==> src/rtl/serial_chunk_adder_pkg.sv <==
// Shared definitions for the serial chunk adder: FSM encoding and chunk width.
package serial_chunk_adder_pkg;

  localparam int unsigned CHUNK_W = 6;

  typedef enum logic [1:0] {
    IDLE = 2'd0,
    ADD  = 2'd1,
    DONE = 2'd2
  } state_e;

endpackage

==> src/rtl/serial_chunk_adder_rca6.sv <==
// 6-bit ripple-carry adder built from two chained 3-bit ripple-carry adders.

// 3-bit ripple-carry adder.
module RCA3 (
  input  logic [2:0] A,
  input  logic [2:0] B,
  input  logic       Cin,
  output logic [2:0] S,
  output logic       Cout
);

  // Bitwise full-adder ripple.
  always_comb begin
    logic [3:0] c;
    c    = '0;
    S    = '0;
    c[0] = Cin;
    for (int unsigned i = 0; i < 3; i++) begin
      S[i]     = A[i] ^ B[i] ^ c[i];
      c[i + 1] = (A[i] & B[i]) | (c[i] & (A[i] ^ B[i]));
    end
    Cout = c[3];
  end

endmodule

// 6-bit ripple-carry adder: low RCA3 carries into high RCA3.
module RCA6 (
  input  logic [5:0] A,
  input  logic [5:0] B,
  input  logic       Cin,
  output logic [5:0] S,
  output logic       Cout
);

  logic mid_c;

  RCA3 u_lo (
    .A    (A[2:0]),
    .B    (B[2:0]),
    .Cin  (Cin),
    .S    (S[2:0]),
    .Cout (mid_c)
  );

  RCA3 u_hi (
    .A    (A[5:3]),
    .B    (B[5:3]),
    .Cin  (mid_c),
    .S    (S[5:3]),
    .Cout (Cout)
  );

endmodule

==> src/rtl/serial_chunk_adder.sv <==
// Sequential wide adder: feeds one 6-bit chunk pair per cycle (LSB first)
// through RCA6, collecting the sum chunks and a registered carry chain.
module serial_chunk_adder
  import serial_chunk_adder_pkg::*;
#(
  parameter int unsigned CHUNKS = 4
) (
  input  logic                      clk,
  input  logic                      rst_n,
  input  logic                      start,
  input  logic [CHUNK_W*CHUNKS-1:0] a_in,
  input  logic [CHUNK_W*CHUNKS-1:0] b_in,
  input  logic                      cin,
  output logic                      busy,
  output logic                      done,
  output logic [CHUNK_W*CHUNKS-1:0] sum,
  output logic                      cout
);

  localparam int unsigned N     = CHUNK_W * CHUNKS;
  localparam int unsigned IDX_W = $clog2(CHUNKS);
  localparam logic [IDX_W-1:0] LAST_IDX = IDX_W'(CHUNKS - 1);

  state_e             state_q, state_d;
  logic [N-1:0]       a_q, a_d;
  logic [N-1:0]       b_q, b_d;
  logic [N-1:0]       sum_q, sum_d;
  logic [IDX_W-1:0]   idx_q, idx_d;
  logic               carry_q, carry_d;
  logic               cout_q, cout_d;
  logic               busy_q, busy_d;
  logic               done_q, done_d;

  logic [CHUNK_W-1:0] rca_a, rca_b, rca_s;
  logic               rca_cout;

  // Select the current chunk pair for the adder.
  always_comb begin
    rca_a = '0;
    rca_b = '0;
    for (int unsigned k = 0; k < CHUNKS; k++) begin
      if (idx_q == IDX_W'(k)) begin
        rca_a = a_q[k*CHUNK_W +: CHUNK_W];
        rca_b = b_q[k*CHUNK_W +: CHUNK_W];
      end
    end
  end

  RCA6 u_rca6 (
    .A    (rca_a),
    .B    (rca_b),
    .Cin  (carry_q),
    .S    (rca_s),
    .Cout (rca_cout)
  );

  // Next-state, operand latch, write-back and registered-output logic.
  always_comb begin
    state_d = state_q;
    a_d     = a_q;
    b_d     = b_q;
    sum_d   = sum_q;
    idx_d   = idx_q;
    carry_d = carry_q;
    cout_d  = cout_q;

    case (state_q)
      IDLE: begin
        if (start) begin
          state_d = ADD;
          a_d     = a_in;
          b_d     = b_in;
          carry_d = cin;
          idx_d   = '0;
          sum_d   = '0;
          cout_d  = 1'b0;
        end
      end
      ADD: begin
        for (int unsigned k = 0; k < CHUNKS; k++) begin
          if (idx_q == IDX_W'(k)) begin
            sum_d[k*CHUNK_W +: CHUNK_W] = rca_s;
          end
        end
        carry_d = rca_cout;
        if (idx_q == LAST_IDX) begin
          cout_d  = rca_cout;
          state_d = DONE;
        end else begin
          idx_d = idx_q + IDX_W'(1);
        end
      end
      DONE: begin
        state_d = IDLE;
      end
      default: begin
        state_d = IDLE;
      end
    endcase

    // Status flags are decoded from the next state so they are registered.
    busy_d = (state_d == ADD);
    done_d = (state_d == DONE);
  end

  // State and datapath registers with asynchronous active-low reset.
  always_ff @(posedge clk or negedge rst_n) begin
    if (!rst_n) begin
      state_q <= IDLE;
      a_q     <= '0;
      b_q     <= '0;
      sum_q   <= '0;
      idx_q   <= '0;
      carry_q <= 1'b0;
      cout_q  <= 1'b0;
      busy_q  <= 1'b0;
      done_q  <= 1'b0;
    end else begin
      state_q <= state_d;
      a_q     <= a_d;
      b_q     <= b_d;
      sum_q   <= sum_d;
      idx_q   <= idx_d;
      carry_q <= carry_d;
      cout_q  <= cout_d;
      busy_q  <= busy_d;
      done_q  <= done_d;
    end
  end

  assign busy = busy_q;
  assign done = done_q;
  assign sum  = sum_q;
  assign cout = cout_q;

endmodule

==> config.mk <==
export PLATFORM = sky130hd
export DESIGN_NAME = serial_chunk_adder
export DESIGN_NICKNAME = d
export VERILOG_FILES = /design/src/rtl/serial_chunk_adder_pkg.sv /design/src/rtl/serial_chunk_adder_rca6.sv /design/src/rtl/serial_chunk_adder.sv
export SDC_FILE = /design/constraint.sdc
export NUM_CORES = 1
export LEC_CHECK = 0
export CORE_ASPECT_RATIO = 0.6
export CORE_MARGIN = 4
export CORE_UTILIZATION = 55
export CTS_BUF_LIST = sky130_fd_sc_hd__clkbuf_2
export DETAILED_ROUTE_END_ITERATION = 12
export DONT_BUFFER_PORTS = 1
export PLACE_DENSITY = 0.75
export SLEW_MARGIN = 20
export SYNTH_ARGS = -nofsm -noshare
export SYNTH_HDL_FRONTEND = slang
export SYNTH_SLANG_ARGS = --single-unit
==> constraint.sdc <==
create_clock -name clk -period 7 [get_ports clk]
set_input_delay 0.7 -clock clk [delete_from_list [all_inputs] [get_ports clk]]
set_output_delay 0.7 -clock clk [all_outputs]
set_load 0.02 [all_outputs]
==> results of run 1 <==
-- worst register-to-register path, cell delays in order (launching register included) --
cell and delay, ps:
dfrtp_1 480, inv_1 110, ha_1 250, nor2_1 590
a31oi_1 230, fa_1 460, fa_1 390, fa_1 360
inv_1 70, fa_1 160, inv_1 50, fa_1 380
fa_1 480, nand2_1 120, o211ai_1 200
-- flip-flops by register name, summed over array words and instances, names as in the netlist --
name / cells
a_q: 24
b_q: 24
sum: 24
idx_q: 2
state_q: 2
busy: 1
carry_q: 1
cout: 1
done: 1
-- per-stage QoR --
stage	util	cell area (um^2)
2_1_floorplan	-	3740
3_3_place_gp	0.591	3760
3_5_place_dp	0.591	3760
4_1_cts	0.617	3930
5_1_grt	0.618	3930
6_report	0.618	3930
-- cell usage in the layout (no fill, tap or decap), types with 5 or more instances in the layout --
cell | synthesis | final
nand2_1 | 69 | 69
mux2_2 | 28 | 28
fa_1 | 6 | 6
nor2_1 | 7 | 7
o211ai_1 | 22 | 22
o22ai_1 | 13 | 13
a21oi_1 | 5 | 5
nor2b_1 | 5 | 5
clkbuf_2 | 0 | 9
mux2_4 | 20 | 20
a31oi_1 | 7 | 7
nand3b_1 | 7 | 7
dfrtp_1 | 80 | 80
inv_1 | 7 | 7
-- worst max path at each step --
stage	depth (start not counted)	end
2_1_floorplan	15	sum[23]
3_3_place_gp	14	sum[11]
3_5_place_dp	14	sum[5]
4_1_cts	14	sum[17]
5_1_grt	14	sum[23]
6_report	14	sum[17]
-- repair_timing --
action,in CTS,in global routing
hold endpoints to repair,80,0
gates resized for setup,0,0
hold buffers,2,0
-- cell type report --
type,count,area [um^2]
Sequential cell,80,2000
Inverter,8,30.0
Clock inverter,7,86.3
Tap cell,84,105
Fill cell,496,2430
Clock buffer,9,45.0
Timing Repair Buffer,2,37.5
Multi-Input combinational cell,212,1630
-- layer usage --
metal,track usage,wire length (um),up-vias
met5,0,0,-
met4,0.0646,121,0
met3,0.105,972,13
met2,0.266,3300,110
met1,0.334,3910,1244
li1,-,-,1121
-- power groups by stage --
stage	clock (mW)	combinational (mW)	sequential (mW)
final	0.273	1.11	0.903
after CTS	0.283	1.10	0.900
after global placement	0	1.06	0.906
after floorplan	0	0.863	0.839
after detailed placement	0	1.09	0.909
after global routing	0.304	1.24	0.927
-- kinds of logic (layout without fill, tap and decap cells) --
| logic type | count (synthesis) | count (layout) | synth area share |
|---|---|---|---|
| and+or+nand+nor | 95 | 95 | 0.111 |
| adders and majority gates | 10 | 10 | 0.0455 |
| buffers and inverters | 24 | 26 | 0.0328 |
| AOI/OAI and AO/OA | 59 | 59 | 0.112 |
| muxes | 48 | 48 | 0.164 |
| DFF | 80 | 80 | 0.535 |
==> flow_metrics.tcl, run 1 <==
set metrics [dict create \
    status "finished clean" \
    startpoint "idx_q[0]" \
    end_kind "register" \
    crit_buf_inv 3 \
    hold-worst-slack_ps 265 \
    cp.arrival_ps 4880 \
    switching_power_mw 1.03 \
    area_delta_synth_final_pct 5.05 \
    tns_ps 0 \
    yosysTopAreaCell "dfrtp_1" \
    ff2ff_path_depth 14 \
    dieArea_um2 8230 \
    power-per-cell-area_nw_per_um2 581 \
    n_antenna_cell 0 \
    place_inst 384 \
    r2r_slack_ps 2610 \
    ys_warn_count 0 \
    hold_path_class "primary input to register" \
    dr_total_vias 2488 \
    synth_top_flop_cell "dfrtp_1" \
    clock_path_buffers 2 \
    drcViolationCount 0 \
    finClkSkew_ps 15.8 \
    insertion_delay_ps 560 \
    port_buffers 0 \
    crit_type "register to register" \
    slew_viol_final 0 \
    grt_overflow 0 \
    yosysSeqAreaShare 0.535 \
    cp_slowest_cell "nor2_1" \
    path_clk_slew_ps 210 \
    cp_max_fo 12 \
    fin_nets 375 \
    power.share.clock 0.119 \
    fmax_mhz 228 \
    yosysMostFrequentCell "dfrtp_1" \
    drtAntennaViolNets 0 \
    vias_per_cell 6.19 \
    clockRootBuffer "clkbuf_2" \
    avgSynthCellArea_um2 11.8 \
    period_minus_slack_ps 4390 \
    initial_core_util 0.589 \
    whs_path_depth 1 \
    cts_max_level 3 \
    place_ws_ps 2700 \
    r2r-start "idx_q[0]" \
    cts_tree "done" \
    coreArea_um2 6360 \
    wl_per_cell_um 20.7 \
    internal-power_mw 1.26 \
    cp_top_family "adder cells" \
    cap_violations 0 \
    syn_inst 316 \
    slew_headroom 0.439 \
    fin_cells 402 \
    setup_slack_ps 2610 \
    synth.distinct_cells 28 \
    finalHoldViolations 0 \
    die_h_um 71.9 \
    grt_pass1_wl_um 13300 \
    setup_viol 0 \
    grt_max_degree 81 \
    drive_gt1_frac 0.208 \
    power.share.combinational 0.485 \
    synth_edf_count 0 \
    cts_setup_buffers 0 \
    critPathLaunchType "register" \
    hold_path_end "b_q[15]" \
    place_hpwl_um 5950 \
    min_from "b_in[15]" \
    first_global_vias 2367 \
    antenna_found_initial 0 \
    rsz0062_at_grt "false" \
    p_leak_nw 1.68 \
    ioPinCount 79 \
    crit_chain "inv_1 -> ha_1 -> nor2_1 -> a31oi_1 -> fa_1 -> fa_1 -> fa_1 -> inv_1 -> fa_1 -> inv_1 -> fa_1 -> fa_1 -> nand2_1 -> o211ai_1" \
    async_flop_share 1.00 \
    cts_buffers 9 \
    ir_drop_mv 0.258 \
    num_rows 22 \
    grt_util_all_layers 0.218 \
    ys_top_cells_by_area "dfrtp_1 53%, mux2_2 8.4%, mux2_4 8.0%, nand2_1 6.9%, o211ai_1 4.4%" \
    cpMostUsedCell "fa_1" \
    switching_share 0.450 \
    cpPeakStageDelay_ps 590 \
    die_w_um 115 \
    synth_area_um2 3740 \
    finalPower_mw 2.29 \
    synth_fp_nets 378 \
    cts_sinks 80 \
    drtIter0Drc 196 \
    fin_crit_sh 0.627 \
    r2r-end "sum[17]" \
    synth_common_cells "80 x dfrtp_1, 69 x nand2_1, 28 x mux2_2" \
    drtPass1Iterations 5 \
    wl_um 8300 \
    synth_top_area_share 0.535 \
    place_congestion 0.839 \
    cp.required_ps 7490 \
    pwr-share-seq 0.395 \
    synth-seq-cells 80 \
    tightest_slew_ps 839 \
]
Note: power is estimated with default switching activity, not from simulation.
==> run 2: changes to the inputs <==
==> constraint.sdc (replaced) <==
create_clock -name clk -period 4.3 [get_ports clk]
set_input_delay 0.43 -clock clk [delete_from_list [all_inputs] [get_ports clk]]
set_output_delay 0.43 -clock clk [all_outputs]
set_load 0.02 [all_outputs]
==> run 2 against run 1 <==
Worst hold slack got worse by 200 ps. Largest cell class unchanged. Final cell count rose by 13%. Global-route usage rose by 2.0 points. Utilization rose by 7.1 points.
==> flow_metrics.tcl, run 2 (synthesized netlist as in run 1, its figures left out) <==
set metrics [dict create \
    antenna_found_initial 0 \
    grt_pass1_wl_um 14600 \
    clock_path_buffers 2 \
    slew_headroom 0.298 \
    clockRootBuffer "clkbuf_2" \
    final_cell_area_um2 4390 \
    initial_core_util 0.589 \
    num_rows 22 \
    tns_ps 0 \
    cpMostUsedCell "fa_1" \
    dieArea_um2 8230 \
    finalPower_mw 3.69 \
    cp_slowest_cell "fa_1" \
    final_util 0.690 \
    cap_violations 0 \
    cts_max_level 3 \
    path_clk_slew_ps 190 \
    period_minus_slack_ps 4010 \
    grt_overflow 0 \
    fin_nets 427 \
    power-per-cell-area_nw_per_um2 842 \
    cpPeakStageDelay_ps 490 \
    drtIter0Drc 172 \
    die_w_um 115 \
    endpoint "sum[11]" \
    area_delta_synth_final_pct 17.1 \
    cts_sinks 80 \
    switching_power_mw 1.71 \
    coreArea_um2 6360 \
    critPathLaunchType "register" \
    cp_max_fo 6 \
    crit_type "register to register" \
    finClkSkew_ps 27.9 \
    drtAntennaViolNets 0 \
    drive_gt1_frac 0.192 \
    ir_drop_mv 0.510 \
    wl_per_cell_um 19.8 \
    status "finished clean" \
    fin_crit_sh 0.932 \
    slew_viol_final 0 \
    ioPinCount 79 \
    first_global_vias 2652 \
    mostFrequentLayoutCells "80 x dfrtp_1, 69 x nand2_1, 49 x dlygate4sd3_1" \
    hold_path_class "primary input to register" \
    drtPass1Iterations 4 \
    internal-power_mw 1.98 \
    fmax_mhz 250 \
    cp.required_ps 4790 \
    dr_total_vias 2624 \
    cts_setup_buffers 0 \
    die_h_um 71.9 \
    place_hpwl_um 6150 \
    vias_per_cell 5.78 \
    port_buffers 0 \
    r2r-start "idx_q[0]" \
    place_congestion 0.878 \
    grt_util_all_layers 0.238 \
    r2r-end "sum[11]" \
    cts_tree "done" \
    p_leak_nw 1.88 \
    n_antenna_cell 0 \
    setup_viol 0 \
    end_kind "register" \
    mostFrequentLayoutCell "dfrtp_1" \
    cts_buffers 9 \
    drcViolationCount 0 \
    r2r_slack_ps 290 \
    wl_um 8980 \
    power.share.clock 0.090 \
    placed_area_um2 3790 \
    grt_max_degree 81 \
    ff2ff_path_depth 14 \
    switching_share 0.464 \
    crit_chain "inv_1 -> ha_1 -> nor2_1 -> a31oi_1 -> fa_1 -> fa_1 -> fa_1 -> inv_1 -> fa_1 -> inv_1 -> fa_1 -> fa_1 -> nand2_1 -> o211ai_1" \
    tightest_slew_ps 1050 \
    insertion_delay_ps 560 \
    cp.arrival_ps 4490 \
    finalHoldViolations 0 \
    startpoint "idx_q[0]" \
    rsz0062_at_grt "false" \
    power.share.combinational 0.513 \
    pwr-share-seq 0.397 \
]
-- run 2: cell count changes in the layout (fill, tap and decap cells not counted), sizes merged --
cell         before  now
bufinv            2    0
clkinvlp          0    1
clkinv            5    3
buf               1    5
dlygate4sd3       1   49
clkbuf            9   12
-- run 2: worst min-delay path by stage --
stage,slack (ps),endpoint,depth (start not counted),from
6_report,70,state_q[0],2,start
5_1_grt,60,state_q[0],2,start
4_1_cts,20,state_q[0],2,start
3_5_place_dp,140,sum[10],0,rst_n
3_3_place_gp,140,sum[10],0,rst_n
2_1_floorplan,130,a_q[0],0,rst_n
-- run 2: power by group through the flow --
stage / Clock, mW / Sequential [mW] / Combinational [mW]
after floorplan: 0 / 1.37 / 1.40
after global placement: 0 / 1.47 / 1.78
after detailed placement: 0 / 1.48 / 1.83
after CTS: 0.341 / 1.46 / 1.89
after global routing: 0.370 / 1.52 / 2.13
final: 0.331 / 1.47 / 1.90
-- run 2: critical path, delay by kind of cell, from the launching register on --
| family | cells | cell delay (ps) |
|---|---|---|
| AO/OA/AOI/OAI | 2 | 370 |
| adder cells (fa/ha/maj) | 7 | 2440 |
| buffers and inverters | 3 | 230 |
| flip-flops | 1 | 460 |
| AND/OR/NAND/NOR | 2 | 450 |
-- run 2: per-layer routing --
metal,routed length (um),vias up,global-route usage
met5,0,-,0
met4,51,0,0.0698
met3,832,5,0.0908
met2,3790,101,0.320
met1,4300,1304,0.356
li1,-,1214,-
-- run 2: final cells by class --
class / count / area (um^2)
Multi-Input combinational cell: 212 / 1620
Tap cell: 84 / 105
Sequential cell: 80 / 2000
Clock buffer: 12 / 60.1
Inverter: 8 / 30.0
Fill cell: 486 / 1970
Timing Repair Buffer: 54 / 548
Clock inverter: 4 / 21.3
-- run 2: per-stage QoR --
| stage | hold WS, ps | worst slack (ps) | cells |
|---|---|---|---|
| detailed placement | 137 | 306 | 388 |
| CTS | 24.9 | 295 | 454 |
| global route | 56.4 | 22.3 | 454 |
| finish | 66.0 | 293 | 454 |
| floorplan | 134 | 439 | 316 |
| global placement | 137 | 473 | 388 |
-- run 2: what timing repair did --
item	4_1_cts	5_1_grt
endpoints found under the hold margin	128	0
gates resized for setup	0	0
hold buffers	50	0
==> run 3: changes to the inputs <==
--- a/config.mk
+++ b/config.mk
@@ -7,11 +7,11 @@
 export LEC_CHECK = 0
 export CORE_ASPECT_RATIO = 0.6
 export CORE_MARGIN = 4
-export CORE_UTILIZATION = 55
+export CORE_UTILIZATION = 45
 export CTS_BUF_LIST = sky130_fd_sc_hd__clkbuf_2
 export DETAILED_ROUTE_END_ITERATION = 12
 export DONT_BUFFER_PORTS = 1
-export PLACE_DENSITY = 0.75
+export PLACE_DENSITY = 0.61
 export SLEW_MARGIN = 20
 export SYNTH_ARGS = -nofsm -noshare
 export SYNTH_HDL_FRONTEND = slang
==> run 3 against run 2 <==
Utilization decreased by 14 points. Fmax decreased by 1.7%. Die area increased by 20%. Global-route usage decreased by 4.0 points. Largest power group unchanged. Critical path type unchanged. Count of clock-buffer cells in the layout decreased by 1.
==> flow_metrics.tcl, run 3 (synthesized netlist as in run 1, its figures left out) <==
set metrics [dict create \
    finClkSkew_ps 29.2 \
    rsz0062_at_grt "false" \
    first_global_vias 2595 \
    cp.required_ps 4760 \
    grt_pass1_wl_um 15100 \
    initial_core_util 0.469 \
    status "finished clean" \
    ir_drop_mv 0.410 \
    hold_path_end "state_q[0]" \
    n_antenna_cell 0 \
    place_hpwl_um 6320 \
    grt_overflow 0 \
    r2r_slack_ps 230 \
    wl_um 9320 \
    end_kind "register" \
    cap_violations 0 \
    die_w_um 126 \
    finalPower_mw 3.71 \
    drive_gt1_frac 0.188 \
    period_minus_slack_ps 4070 \
    drtAntennaViolNets 0 \
    nFillCells 695 \
    setup_viol 0 \
    clock_path_buffers 2 \
    cts_setup_buffers 0 \
    ff2ff_path_depth 14 \
    ioPinCount 79 \
    tns_ps 0 \
    wl_per_cell_um 19.6 \
    die_h_um 78.7 \
    r2r-end "sum[5]" \
    clockRootBuffer "clkbuf_2" \
    area_delta_synth_final_pct 17.8 \
    drcViolationCount 0 \
    grt_max_degree 81 \
    seq_area_um2 2000 \
    startpoint "idx_q[0]" \
    cts_sinks 80 \
    port_buffers 0 \
    slew_headroom 0.443 \
    cp.arrival_ps 4530 \
    mostFrequentLayoutCells "80 x dfrtp_1, 69 x nand2_1, 49 x dlygate4sd3_1" \
    r2r-start "idx_q[0]" \
    fin_nets 426 \
    cts_tree "done" \
    hold_path_class "primary input to register" \
    critPathLaunchType "register" \
    fmax_mhz 245 \
    drtIter0Drc 237 \
    mostFrequentLayoutCell "dfrtp_1" \
    cts_buffers 9 \
    vias_per_cell 5.47 \
    p_leak_nw 1.87 \
    fin_crit_sh 0.948 \
    multiInputGateArea_um2 1630 \
    whs_path_depth 2 \
    insertion_delay_ps 540 \
    slew_viol_final 0 \
    dr_total_vias 2605 \
    num_rows 25 \
    path_clk_slew_ps 190 \
    place_congestion 0.817 \
    coreArea_um2 7980 \
    power-per-cell-area_nw_per_um2 841 \
    antenna_found_initial 0 \
    cp_max_fo 7 \
    dieArea_um2 9890 \
    grt_util_all_layers 0.198 \
    tightest_slew_ps 834 \
    finalHoldViolations 0 \
    hold-worst-slack_ps 81.8 \
    drtPass1Iterations 4 \
    cts_max_level 3 \
    min_from "start" \
    crit_type "register to register" \
]
[run 3: cell count changes in the layout (fill, tap and decap cells not counted)]
| cell | delta |
|---|---|
| clkinv_4 | +1 |
| clkinvlp_4 | -1 |
| buf_4 | -1 |
| o21bai_2 | -1 |
| o21bai_4 | +1 |
| clkbuf_2 | -1 |
[run 3: layer usage]
metal  part of all wire  global-route usage
met1               0.48               0.293
met4             0.0098              0.0535
met2               0.42               0.272
met5                  0                   0
met3              0.085              0.0721
[run 3: power by group]
| part | switching (mW) | total, mW | internal [mW] |
|---|---|---|---|
| sequential | 0.355 | 1.45 | 1.10 |
| combinational | 1.13 | 1.93 | 0.800 |
| clock | 0.254 | 0.329 | 0.0752 |
| total | 1.74 | 3.71 | 1.97 |
[run 3: metrics by stage]
stage | setup slack (ps) | instances | cell area [um^2] | utilization
after floorplan | 439 | 316 | 3740 | -
after global placement | 400 | 411 | 3810 | 0.477
after detailed placement | 267 | 411 | 3810 | 0.477
after CTS | 231 | 476 | 4400 | 0.552
after global routing | 0.219 | 476 | 4410 | 0.553
final | 225 | 476 | 4410 | 0.553
[run 3: timing repair]
item / CTS / global route
setup endpoints to repair: 0 / 0
hold buffers: 50 / 0
gates resized for setup: 0 / 0
hold endpoints to repair: 128 / 0
[run 3: cell type report]
class / instances / area share
clock buffers: 11 / 0.0125
clock inverters: 4 / 0.00510
inverters: 8 / 0.00681
multi-input cells: 212 / 0.369
flip-flops and latches: 80 / 0.454
well taps: 108 / 0.0306
repair buffers: 53 / 0.123
[run 3: worst max-delay path by stage]
stage | slack (ps) | end | cells after the start
2_1_floorplan | 440 | sum[23] | 15
3_3_place_gp | 400 | sum[5] | 14
3_5_place_dp | 270 | sum[11] | 14
4_1_cts | 230 | sum[11] | 14
5_1_grt | 0.2 | sum[23] | 14
6_report | 230 | sum[5] | 14
[run 3: worst max-delay path, cell delays in order (launching register included)]
cell	delay [ps]
dfrtp_1	450
inv_1	100
ha_1	240
nor2_1	350
a31oi_1	180
fa_1	440
fa_1	390
fa_1	380
inv_1	70
fa_1	160
inv_1	50
fa_1	370
fa_1	490
nand2_1	120
o211ai_1	210
